==> config.mk <==
export PLATFORM = sky130hd
export DESIGN_NAME = record_sequencer_flat
export DESIGN_NICKNAME = d
export VERILOG_FILES = /design/src/rtl/record_sequencer_if.sv /design/src/rtl/record_sequencer.sv /design/src/flat_wrapper.sv
export SDC_FILE = /design/constraint.sdc
export NUM_CORES = 1
export LEC_CHECK = 0
export ABC_AREA = 1
export CORE_UTILIZATION = 35
export DETAILED_ROUTE_END_ITERATION = 6
export HOLD_SLACK_MARGIN = 0.08
export PLACE_DENSITY = 0.56
export SKIP_CTS_REPAIR_TIMING = 1
export SYNTH_ARGS = -nofsm -noshare
export SYNTH_HDL_FRONTEND = slang
export SYNTH_SLANG_ARGS = --single-unit
==> constraint.sdc <==
create_clock -name clk_in -period 9.4 [get_ports clk_in]
set_input_delay 1.88 -clock clk_in [delete_from_list [all_inputs] [get_ports clk_in]]
set_output_delay 1.88 -clock clk_in [all_outputs]
set_load 0.02 [all_outputs]
==> src/rtl/record_sequencer_if.sv <==
// Bundle of request, tempo, note and buffer-write signals for record_sequencer.
// The sequencer takes the slave side; the controller or bench takes the master side.
interface record_sequencer_if;
    logic       start_in;
    logic       stop_in;
    logic [7:0] bpm_in;
    logic [5:0] note_in;
    logic       note_valid_in;
    logic       wr_en_out;
    logic [7:0] wr_addr_out;
    logic [5:0] wr_data_out;
    logic       beep_out;
    logic [1:0] state_out;
    logic [7:0] len_out;
    logic       done_out;

    modport slave (
        input  start_in, stop_in, bpm_in, note_in, note_valid_in,
        output wr_en_out, wr_addr_out, wr_data_out, beep_out, state_out, len_out, done_out
    );

    modport master (
        output start_in, stop_in, bpm_in, note_in, note_valid_in,
        input  wr_en_out, wr_addr_out, wr_data_out, beep_out, state_out, len_out, done_out
    );
endinterface

==> src/rtl/record_sequencer.sv <==
// BPM-driven count-in and eighth-note record controller for the note buffer.
// Optional macro RECORD_SEQUENCER_METRONOME_EN keeps quarter beeps running while recording.
module record_sequencer #(
    parameter int unsigned CLK_HZ           = 74250000,
    parameter int unsigned DEPTH            = 160,
    parameter int unsigned COUNT_IN_EIGHTHS = 8,
    parameter int unsigned BEEP_CYCLES      = 1000000
) (
    input  logic              clk_in,
    input  logic              rst_in,
    record_sequencer_if.slave bus
);

    // One eighth note is THRESH/bpm clocks: CLK_HZ * 60 / bpm / 2.
    localparam logic [32:0] THRESH    = 33'(CLK_HZ) * 33'd30;
    localparam logic [8:0]  CI_LAST   = 9'(COUNT_IN_EIGHTHS);
    localparam logic [7:0]  SLOT_LAST = 8'(DEPTH - 1);
    localparam logic [31:0] BEEP_LOAD = 32'(BEEP_CYCLES - 1);

    typedef enum logic [1:0] {
        S_IDLE     = 2'd0,
        S_COUNT_IN = 2'd1,
        S_RECORD   = 2'd2,
        S_DONE     = 2'd3
    } state_t;

    state_t      state_q, state_d;
    logic [7:0]  bpm_q, bpm_d;
    logic [31:0] acc_q, acc_d;
    logic [7:0]  ecnt_q, ecnt_d;
    logic [7:0]  slot_q, slot_d;
    logic        finish_q, finish_d;
    logic        wr_en_q, wr_en_d;
    logic [7:0]  wr_addr_q, wr_addr_d;
    logic [5:0]  wr_data_q, wr_data_d;
    logic [7:0]  len_q, len_d;
    logic        done_q, done_d;
    logic        beep_q, beep_d;
    logic [31:0] beep_cnt_q, beep_cnt_d;

    logic [32:0] sum;
    logic        tick;
    logic [31:0] acc_run;
    logic        start_ok;

    function automatic logic [7:0] clamp_bpm(input logic [7:0] b);
        if (b < 8'd30)       return 8'd30;
        else if (b > 8'd240) return 8'd240;
        else                 return b;
    endfunction

    assign sum      = {1'b0, acc_q} + {25'd0, bpm_q};
    assign tick     = (sum >= THRESH);
    assign acc_run  = tick ? 32'(sum - THRESH) : 32'(sum);
    assign start_ok = bus.start_in && !bus.stop_in;

    always_comb begin
        state_d    = state_q;
        bpm_d      = bpm_q;
        acc_d      = acc_q;
        ecnt_d     = ecnt_q;
        slot_d     = slot_q;
        finish_d   = finish_q;
        wr_en_d    = 1'b0;
        wr_addr_d  = wr_addr_q;
        wr_data_d  = wr_data_q;
        len_d      = len_q;
        done_d     = 1'b0;
        beep_d     = beep_q;
        beep_cnt_d = beep_cnt_q;

        case (state_q)
            S_IDLE, S_DONE: begin
                beep_d     = 1'b0;
                beep_cnt_d = 32'd0;
                if (start_ok) begin
                    bpm_d    = clamp_bpm(bus.bpm_in);
                    len_d    = 8'd0;
                    acc_d    = 32'd0;
                    ecnt_d   = 8'd0;
                    slot_d   = 8'd0;
                    finish_d = 1'b0;
                    if (CI_LAST == 9'd0) begin
                        state_d   = S_RECORD;
                        wr_addr_d = 8'd0;
                    end else begin
                        state_d = S_COUNT_IN;
                    end
                end
            end

            S_COUNT_IN: begin
                acc_d = acc_run;
                if (beep_cnt_q != 32'd0) beep_cnt_d = beep_cnt_q - 32'd1;
                else                     beep_d     = 1'b0;

                if (bus.stop_in) begin
                    state_d    = S_IDLE;
                    len_d      = 8'd0;
                    beep_d     = 1'b0;
                    beep_cnt_d = 32'd0;
                end else if (tick) begin
                    // Even pre-increment count marks a quarter-note boundary.
                    if (!ecnt_q[0]) begin
                        beep_d     = 1'b1;
                        beep_cnt_d = BEEP_LOAD;
                    end
                    ecnt_d = ecnt_q + 8'd1;
                    if (({1'b0, ecnt_q} + 9'd1) == CI_LAST) begin
                        state_d   = S_RECORD;
                        ecnt_d    = 8'd0;
                        slot_d    = 8'd0;
                        wr_addr_d = 8'd0;
`ifndef RECORD_SEQUENCER_METRONOME_EN
                        beep_d     = 1'b0;
                        beep_cnt_d = 32'd0;
`endif
                    end
                end
            end

            S_RECORD: begin
                acc_d = acc_run;
`ifdef RECORD_SEQUENCER_METRONOME_EN
                if (beep_cnt_q != 32'd0) beep_cnt_d = beep_cnt_q - 32'd1;
                else                     beep_d     = 1'b0;
`else
                beep_d     = 1'b0;
                beep_cnt_d = 32'd0;
`endif
                // finish_q: last write was issued last cycle, enter DONE now.
                if (finish_q) begin
                    state_d    = S_DONE;
                    done_d     = 1'b1;
                    finish_d   = 1'b0;
                    beep_d     = 1'b0;
                    beep_cnt_d = 32'd0;
                end else if (tick) begin
                    wr_en_d   = 1'b1;
                    wr_addr_d = slot_q;
                    wr_data_d = bus.note_valid_in ? bus.note_in : 6'd0;
                    len_d     = slot_q + 8'd1;
                    slot_d    = slot_q + 8'd1;
`ifdef RECORD_SEQUENCER_METRONOME_EN
                    if (!slot_q[0]) begin
                        beep_d     = 1'b1;
                        beep_cnt_d = BEEP_LOAD;
                    end
`endif
                    if (bus.stop_in || (slot_q == SLOT_LAST)) finish_d = 1'b1;
                end else if (bus.stop_in) begin
                    state_d    = S_DONE;
                    done_d     = 1'b1;
                    beep_d     = 1'b0;
                    beep_cnt_d = 32'd0;
                end
            end

            default: state_d = S_IDLE;
        endcase
    end

    always_ff @(posedge clk_in or posedge rst_in) begin
        if (rst_in) begin
            state_q    <= S_IDLE;
            bpm_q      <= 8'd0;
            acc_q      <= 32'd0;
            ecnt_q     <= 8'd0;
            slot_q     <= 8'd0;
            finish_q   <= 1'b0;
            wr_en_q    <= 1'b0;
            wr_addr_q  <= 8'd0;
            wr_data_q  <= 6'd0;
            len_q      <= 8'd0;
            done_q     <= 1'b0;
            beep_q     <= 1'b0;
            beep_cnt_q <= 32'd0;
        end else begin
            state_q    <= state_d;
            bpm_q      <= bpm_d;
            acc_q      <= acc_d;
            ecnt_q     <= ecnt_d;
            slot_q     <= slot_d;
            finish_q   <= finish_d;
            wr_en_q    <= wr_en_d;
            wr_addr_q  <= wr_addr_d;
            wr_data_q  <= wr_data_d;
            len_q      <= len_d;
            done_q     <= done_d;
            beep_q     <= beep_d;
            beep_cnt_q <= beep_cnt_d;
        end
    end

    assign bus.wr_en_out   = wr_en_q;
    assign bus.wr_addr_out = wr_addr_q;
    assign bus.wr_data_out = wr_data_q;
    assign bus.beep_out    = beep_q;
    assign bus.state_out   = state_q;
    assign bus.len_out     = len_q;
    assign bus.done_out    = done_q;

endmodule

==> src/flat_wrapper.sv <==
// flat-port wrapper written by rule: the top's interface ports become plain ports
module record_sequencer_flat 
#(
    parameter int unsigned CLK_HZ           = 74250000,
    parameter int unsigned DEPTH            = 160,
    parameter int unsigned COUNT_IN_EIGHTHS = 8,
    parameter int unsigned BEEP_CYCLES      = 1000000
)
  (clk_in, rst_in, bus_start_in, bus_stop_in, bus_bpm_in, bus_note_in, bus_note_valid_in, bus_wr_en_out, bus_wr_addr_out, bus_wr_data_out, bus_beep_out, bus_state_out, bus_len_out, bus_done_out);
  record_sequencer_if bus_i ();
  input  logic clk_in;
  input  logic rst_in;
  input wire logic [$bits(bus_i.start_in)-1:0] bus_start_in;
  input wire logic [$bits(bus_i.stop_in)-1:0] bus_stop_in;
  input wire logic [$bits(bus_i.bpm_in)-1:0] bus_bpm_in;
  input wire logic [$bits(bus_i.note_in)-1:0] bus_note_in;
  input wire logic [$bits(bus_i.note_valid_in)-1:0] bus_note_valid_in;
  output wire logic [$bits(bus_i.wr_en_out)-1:0] bus_wr_en_out;
  output wire logic [$bits(bus_i.wr_addr_out)-1:0] bus_wr_addr_out;
  output wire logic [$bits(bus_i.wr_data_out)-1:0] bus_wr_data_out;
  output wire logic [$bits(bus_i.beep_out)-1:0] bus_beep_out;
  output wire logic [$bits(bus_i.state_out)-1:0] bus_state_out;
  output wire logic [$bits(bus_i.len_out)-1:0] bus_len_out;
  output wire logic [$bits(bus_i.done_out)-1:0] bus_done_out;
  assign bus_i.start_in = bus_start_in;
  assign bus_i.stop_in = bus_stop_in;
  assign bus_i.bpm_in = bus_bpm_in;
  assign bus_i.note_in = bus_note_in;
  assign bus_i.note_valid_in = bus_note_valid_in;
  assign bus_wr_en_out = bus_i.wr_en_out;
  assign bus_wr_addr_out = bus_i.wr_addr_out;
  assign bus_wr_data_out = bus_i.wr_data_out;
  assign bus_beep_out = bus_i.beep_out;
  assign bus_state_out = bus_i.state_out;
  assign bus_len_out = bus_i.len_out;
  assign bus_done_out = bus_i.done_out;
  record_sequencer #(.CLK_HZ(CLK_HZ), .DEPTH(DEPTH), .COUNT_IN_EIGHTHS(COUNT_IN_EIGHTHS), .BEEP_CYCLES(BEEP_CYCLES)) u_core (.clk_in(clk_in), .rst_in(rst_in), .bus(bus_i));
endmodule
After elaboration in Yosys (flattened, before gate mapping)
Cells that the tools add are included.

Order comparisons: 3. Bitwise operators: 1. $add $sub $neg: 6. Mux-type cells: 54. Reduce and logical (&&, ||, !) cells: 19. Equal/unequal tests: 16.

Operators by type and width (number): 32-bit 2-to-1 mux (7); 32-bit one-hot mux with 2 select lines (2); 8-bit 2-to-1 mux (14); 8-bit one-hot mux with 3 select lines (2); 32-bit by 8-bit adder with 33-bit output (1); 33-bit by 32-bit >= comparator with 1-bit output, second input constant (1); 8-bit one-hot mux with 2 select lines (2); 32-bit nonzero test (1); 32-bit by 1-bit subtractor with 32-bit output, second input constant (1); 32-bit subtractor, second input constant (1); 8-bit by 1-bit adder with 8-bit output, second input constant (2); 1-bit 2-to-1 mux (16); 2-bit 2-to-1 mux (7); 3-bit by 2-bit inequality test with 1-bit output, second input constant (4); 6-bit AND reduction (2); 8-bit by 1-bit adder with 9-bit output, second input constant (1); 9-bit by 4-bit == test with 1-bit output, second input constant (1); 8-bit == test, second input constant (1); 8-bit greater-than comparator, second input constant (1); 8-bit by 5-bit < comparator with 1-bit output, second input constant (1); 2-bit by 1-bit inequality test with 1-bit output, second input constant (4); 4-bit AND reduction (2); 6-bit 2-to-1 mux (1); 2-bit inequality test, second input constant (3); other kinds (15) (21).

Bits of input ports: 19. Bits in registers: 116. Output and inout bits: 27. Logic and storage cells: 112.

Logic depth before layout (Yosys ltp)
Depth in word-level cells: 7. Mapped depth: 24. Mapped depth without buffers: 23.

Worst setup path after synthesis
Ideal clock, no wire load.

Path type: register to register. Start point: register u_core.acc_q[0]. End point: register u_core.acc_q[14]. Required time: 9.260 ns. Cell stages (with the launch flop): 22. Library setup time: 0.140 ns. Period minus slack after synthesis: 3.128 ns. Arrival: 2.987 ns. Buffers on the path: 2. Slack: 6.272 ns. Cell sequence: dfrtp_1 -> ha_1 -> fa_1 -> nand2_1 -> nand2_1 -> nand3_1 -> nand2_1 -> xor2_1 -> ha_1 -> nand3_1 -> nor2_1 -> nand2_1 -> nand2_1 -> nand3_1 -> nand2_1 -> nand3_1 -> nand3_4 -> buf_6 -> buf_6 -> nand2_1 -> o21ai_1 -> o22ai_1.

Cells in the longest elaborated chain, start to end: 4. Elaborated cells on any way between the ends: 5. Classes of those cells: 2 x add/sub; 1 x order compare; 2 x mux.

Ends and longest elaborated chain: start, declared (line record_sequencer.sv:29) `logic [31:0] acc_q, acc_d;`; start signal, assigned (line record_sequencer.sv:167) `acc_q <= 32'd0;`; start signal, assigned (line record_sequencer.sv:181) `acc_q <= acc_d;`; 32-bit by 8-bit adder with 33-bit output (*) (line record_sequencer.sv:52) `assign sum = {1'b0, acc_q} + {25'd0, bpm_q};`; 32-bit subtractor or 33-bit by 32-bit >= comparator with 1-bit output (tied branches) (line record_sequencer.sv:54, record_sequencer.sv:53); 32-bit 2-to-1 mux (*) (line record_sequencer.sv:54) `assign acc_run = tick ? 32'(sum - THRESH) : 32'(sum);`; 32-bit one-hot mux with 2 select lines (*) (line record_sequencer.sv:72) `case (state_q)`.

Mark *: on every way between the ends. The rest lies on a longest branch, timed or not. A chain may end at the register's enable or synchronous reset.

Final worst setup path
Start point: register u_core.acc_q[0]. End point: register u_core.beep_cnt_q[25].

Cells in the longest elaborated chain, start to end: 5.

Ends and longest elaborated chain: 32-bit by 8-bit adder with 33-bit output (line record_sequencer.sv:52); 33-bit by 32-bit >= comparator with 1-bit output (line record_sequencer.sv:53) `assign tick = (sum >= THRESH);`; 32-bit 2-to-1 mux (line record_sequencer.sv:102) `end else if (tick) begin`; 32-bit 2-to-1 mux (line record_sequencer.sv:97) `if (bus.stop_in) begin`; 32-bit one-hot mux with 2 select lines (line record_sequencer.sv:72); named net u_core.beep_cnt_d[25] (line record_sequencer.sv:39) `logic [31:0] beep_cnt_q, beep_cnt_d;`; end signal, assigned (line record_sequencer.sv:191) `beep_cnt_q <= beep_cnt_d;`; end, declared (line record_sequencer.sv:39).

The timed path passes the listed nets, and every way through them passes these cells.

==> qor.yml <==
grt:
  grt_util_met2_pct: 31.9
  use_met1_pct: 27.5
  antenna_found_initial: 0
  grt_util_met3_pct: 3.72
  grt_usage_pct: 20.0
  grt-ovfl-total: 0
  grt_start_max_net_pins: 64
  grt_pass1_vias: 7722
  busiest_layer: "met2"
  grt_pass1_wl_um: 38400
synthesis:
  synth_most_common_cell: "nand2_1"
  ys_warn_count: 0
  synth_edf_count: 0
  synth_seq_cells: 116
  yosys.area.top_type: "dfrtp_1"
  synthTopCellsByCount: "nand2_1, inv_1, nor2_1"
  synth_nets: 1291
  synth_top_area_share_pct: 35.0
  synth_area_um2: 8300
  synth_ff_type: "dfrtp_1"
  ys_seq_area_share_pct: 35.0
  synth_cell_type_count: 50
  synth-async-reset-ratio_pct: 100
  syn_avg_cell_area_um2: 6.62
  yosys-top-cells-area: "dfrtp_1, nand2_1, inv_1"
  syn-instance-count: 1255
clock_network:
  cts_buffers: 17
  cts_sinks: 116
  htree_levels: 4
  cts_tree: "done"
  clkLatencyLatePin_ns: 0.42
  clockRootBuffer: "clkbuf_16"
  clock_path_buffers: 2
  clkTransAtPathRegs_ns: 0.06
setup_path:
  path_cells: "ha_1 > fa_1 > nand2_1 > nand2_1 > nand3_1 > nand2_1 > xor2_1 > ha_1 > nand3_1 > nor2_1 > nand2_1 > nand2_1 > nand3_1 > nand2_1 > nand3_1 > nand3_4 > o21ai_2 > nand2_1 > inv_1 > nand3_1 > inv_1"
  crit_path_end_kind: "flop"
  crit_buf_inv: 2
  cp_top_family: "simple AND/OR/NAND/NOR gates"
  r2r-end: "u_core.beep_cnt_q[25]$_DFF_PP0_"
  cp_data_required_time_ns: 9.71
  criticalPathCategory: "reg2reg"
  reg2reg_depth: 21
  slowest_delay_ns: 0.49
  cp-start-kind: "flop"
  r2r_start: "u_core.acc_q[0]$_DFFE_PP0N_"
  cp.arrival_ns: 4.65
  worstPathMaxFanout: 43
  critPathSlowestCell: "nand3_4"
  cpMostUsedCell: "nand2_1"
  reg2reg_slack_ns: 5.05
power:
  power_density_nw_per_um2: 319
  combPwrFrac_pct: 53.6
  ir_worst_vdd_v: 0.000145
  leakage_nw: 5.06
  p_seq_share_pct: 23.2
  clockPowerShare_pct: 23.2
  switching_share_pct: 46.3
  p_sw_mw: 1.43
  internal-power_mw: 1.65
timing:
  finalCriticalPeriod_ns: 4.35
  hold_slack_ns: 0.472
  fmax_ghz: 0.230
  skew_ns: 0.00945
  setup_viol: 0
  relSlewSlack_pct: 25.5
  rsz0062_at_grt: "no"
  hold_viol: 0
  tightest_slew_ns: 1.11
  fin_crit_sh_pct: 46.2
  drv_slew: 0
  fin_setup_tns_ns: 0
placed_design:
  dp_cells: 1593
  place.gp.congestion: 0.915
  dpl.hpwl_um: 17000
  port_buffers: 45
cells_and_area:
  final-seq-area_um2: 2900
  area_growth_pct: 16.4
  fin_nets: 1335
  diodes: 0
  fin_cells: 1625
  multi_input_area_um2: 4610
  final_util_pct: 42.1
  drive_gt1_share_pct: 6.33
  fillerInstances: 2486
status:
  status: "completed"
routing:
  drtIter0Drc: 628
  post_drt_via_cell_ratio: 4.95
  dr.pass1.iters: 5
  vias: 8044
  wl_um: 23000
  routedWlPerCell_um: 14.1
  post-route-drc-count: 0
  postRouteAntennaNets: 0
hold_path:
  hp-start: "u_core.bus.wr_addr_out[7]$_DFFE_PP0P_"
  hold_end: "u_core.bus.wr_addr_out[7]$_DFFE_PP0P_"
  whs_path_depth: 2
  hold_class: "reg2reg"
die:
  pin_count: 46
  die_w_um: 156
  core.rowCount: 55
  initial_core_util_pct: 36.1
  core_um2: 23000
  die_h_um: 156
  dieArea_um2: 24300
run:
  drv_cap: 0
sequential cells by signal, indices dropped and copies added, names as in the netlist:
register,count
u_core.bus.state_out,2
u_core.bus.len_out,8
u_core.beep_cnt_q,32
u_core.bus.wr_data_out,6
u_core.slot_q,8
u_core.acc_q,32
u_core.bus.wr_addr_out,8
u_core.finish_q,1
u_core.bus.beep_out,1
u_core.bus.wr_en_out,1
u_core.bus.done_out,1
u_core.bpm_q,8
u_core.ecnt_q,8
worst reg2reg max path: stages, from the launching register on:
cell	delay (ns)
dfrtp_1	0.38
ha_1	0.26
fa_1	0.46
nand2_1	0.09
nand2_1	0.05
nand3_1	0.06
nand2_1	0.13
xor2_1	0.24
ha_1	0.25
nand3_1	0.09
nor2_1	0.13
nand2_1	0.13
nand2_1	0.18
nand3_1	0.10
nand2_1	0.10
nand3_1	0.12
nand3_4	0.49
o21ai_2	0.16
nand2_1	0.36
inv_1	0.26
nand3_1	0.14
inv_1	0.05
layer usage:
layer  routed length (um)  part of all wire [%]  vias up
met3                 1160                   5.1       20
met1                11200                    49     3716
met5                    0                     0        -
met4                  312                   1.4        0
li1                     -                     -     4094
met2                10300                    45      214
worst max-delay path by stage:
stage	from	endpoint	slack, ns	cells past startpoint
floorplan	rst_in	u_core.acc_q[0]$_DFFE_PP0N_	4.45	1
global placement	bus_stop_in	u_core.acc_q[4]$_DFFE_PP0N_	4.94	6
detailed placement	bus_stop_in	u_core.acc_q[4]$_DFFE_PP0N_	4.82	6
CTS	u_core.acc_q[0]$_DFFE_PP0N_	u_core.beep_cnt_q[25]$_DFF_PP0_	5.04	21
global route	u_core.acc_q[0]$_DFFE_PP0N_	u_core.beep_cnt_q[24]$_DFF_PP0_	4.70	21
finish	u_core.acc_q[0]$_DFFE_PP0N_	u_core.beep_cnt_q[25]$_DFF_PP0_	5.05	21
cell usage in the layout, fill, tap and decap left out, types with 18 or more instances in the layout:
cell type / n
o21ai_1: 18
o21ai_0: 33
nand2_1: 433
nand3_1: 82
dfrtp_1: 116
nand4_1: 51
clkdlybuf4s50_1: 45
xor2_1: 19
inv_1: 162
a21oi_1: 29
nor2_1: 144
area by class of cell:
| class | count | area share (%) |
|---|---|---|
| clock buffers | 21 | 4.97 |
| clock inverters | 11 | 1.80 |
| inverters | 170 | 6.63 |
| multi-input cells | 947 | 47.7 |
| flip-flops and latches | 116 | 30.0 |
| well taps | 313 | 4.05 |
| repair buffers | 47 | 4.81 |
logic make-up after synthesis:
| family | share of synthesized area (%) |
|---|---|
| DFF | 35.0 |
| AOI/OAI and AO/OA | 8.24 |
| xor gates and xnor gates | 3.45 |
| buffers and inverters | 9.48 |
| adders and majority gates | 2.65 |
| and+or+nand+nor | 41.2 |
stage by stage:
stage / cell area, um^2 / power, mW / worst slack [ns]
4_1_cts: 9670 / 3.09 / 5.04
3_3_place_gp: 9010 / 2.36 / 4.94
3_5_place_dp: 9010 / 2.36 / 4.82
5_1_grt: 9670 / 3.36 / 4.70
2_1_floorplan: 8300 / 1.99 / 4.45
6_report: 9670 / 3.08 / 5.05
power groups by stage:
stage	Sequential [mW]	Combinational [mW]	Clock [mW]
final	0.715	1.65	0.715
after global placement	0.723	1.64	0
after CTS	0.715	1.65	0.727
after floorplan	0.703	1.29	0
after detailed placement	0.719	1.64	0
after global routing	0.733	1.87	0.751
No activity file was read; power rests on OpenSTA's default activity.
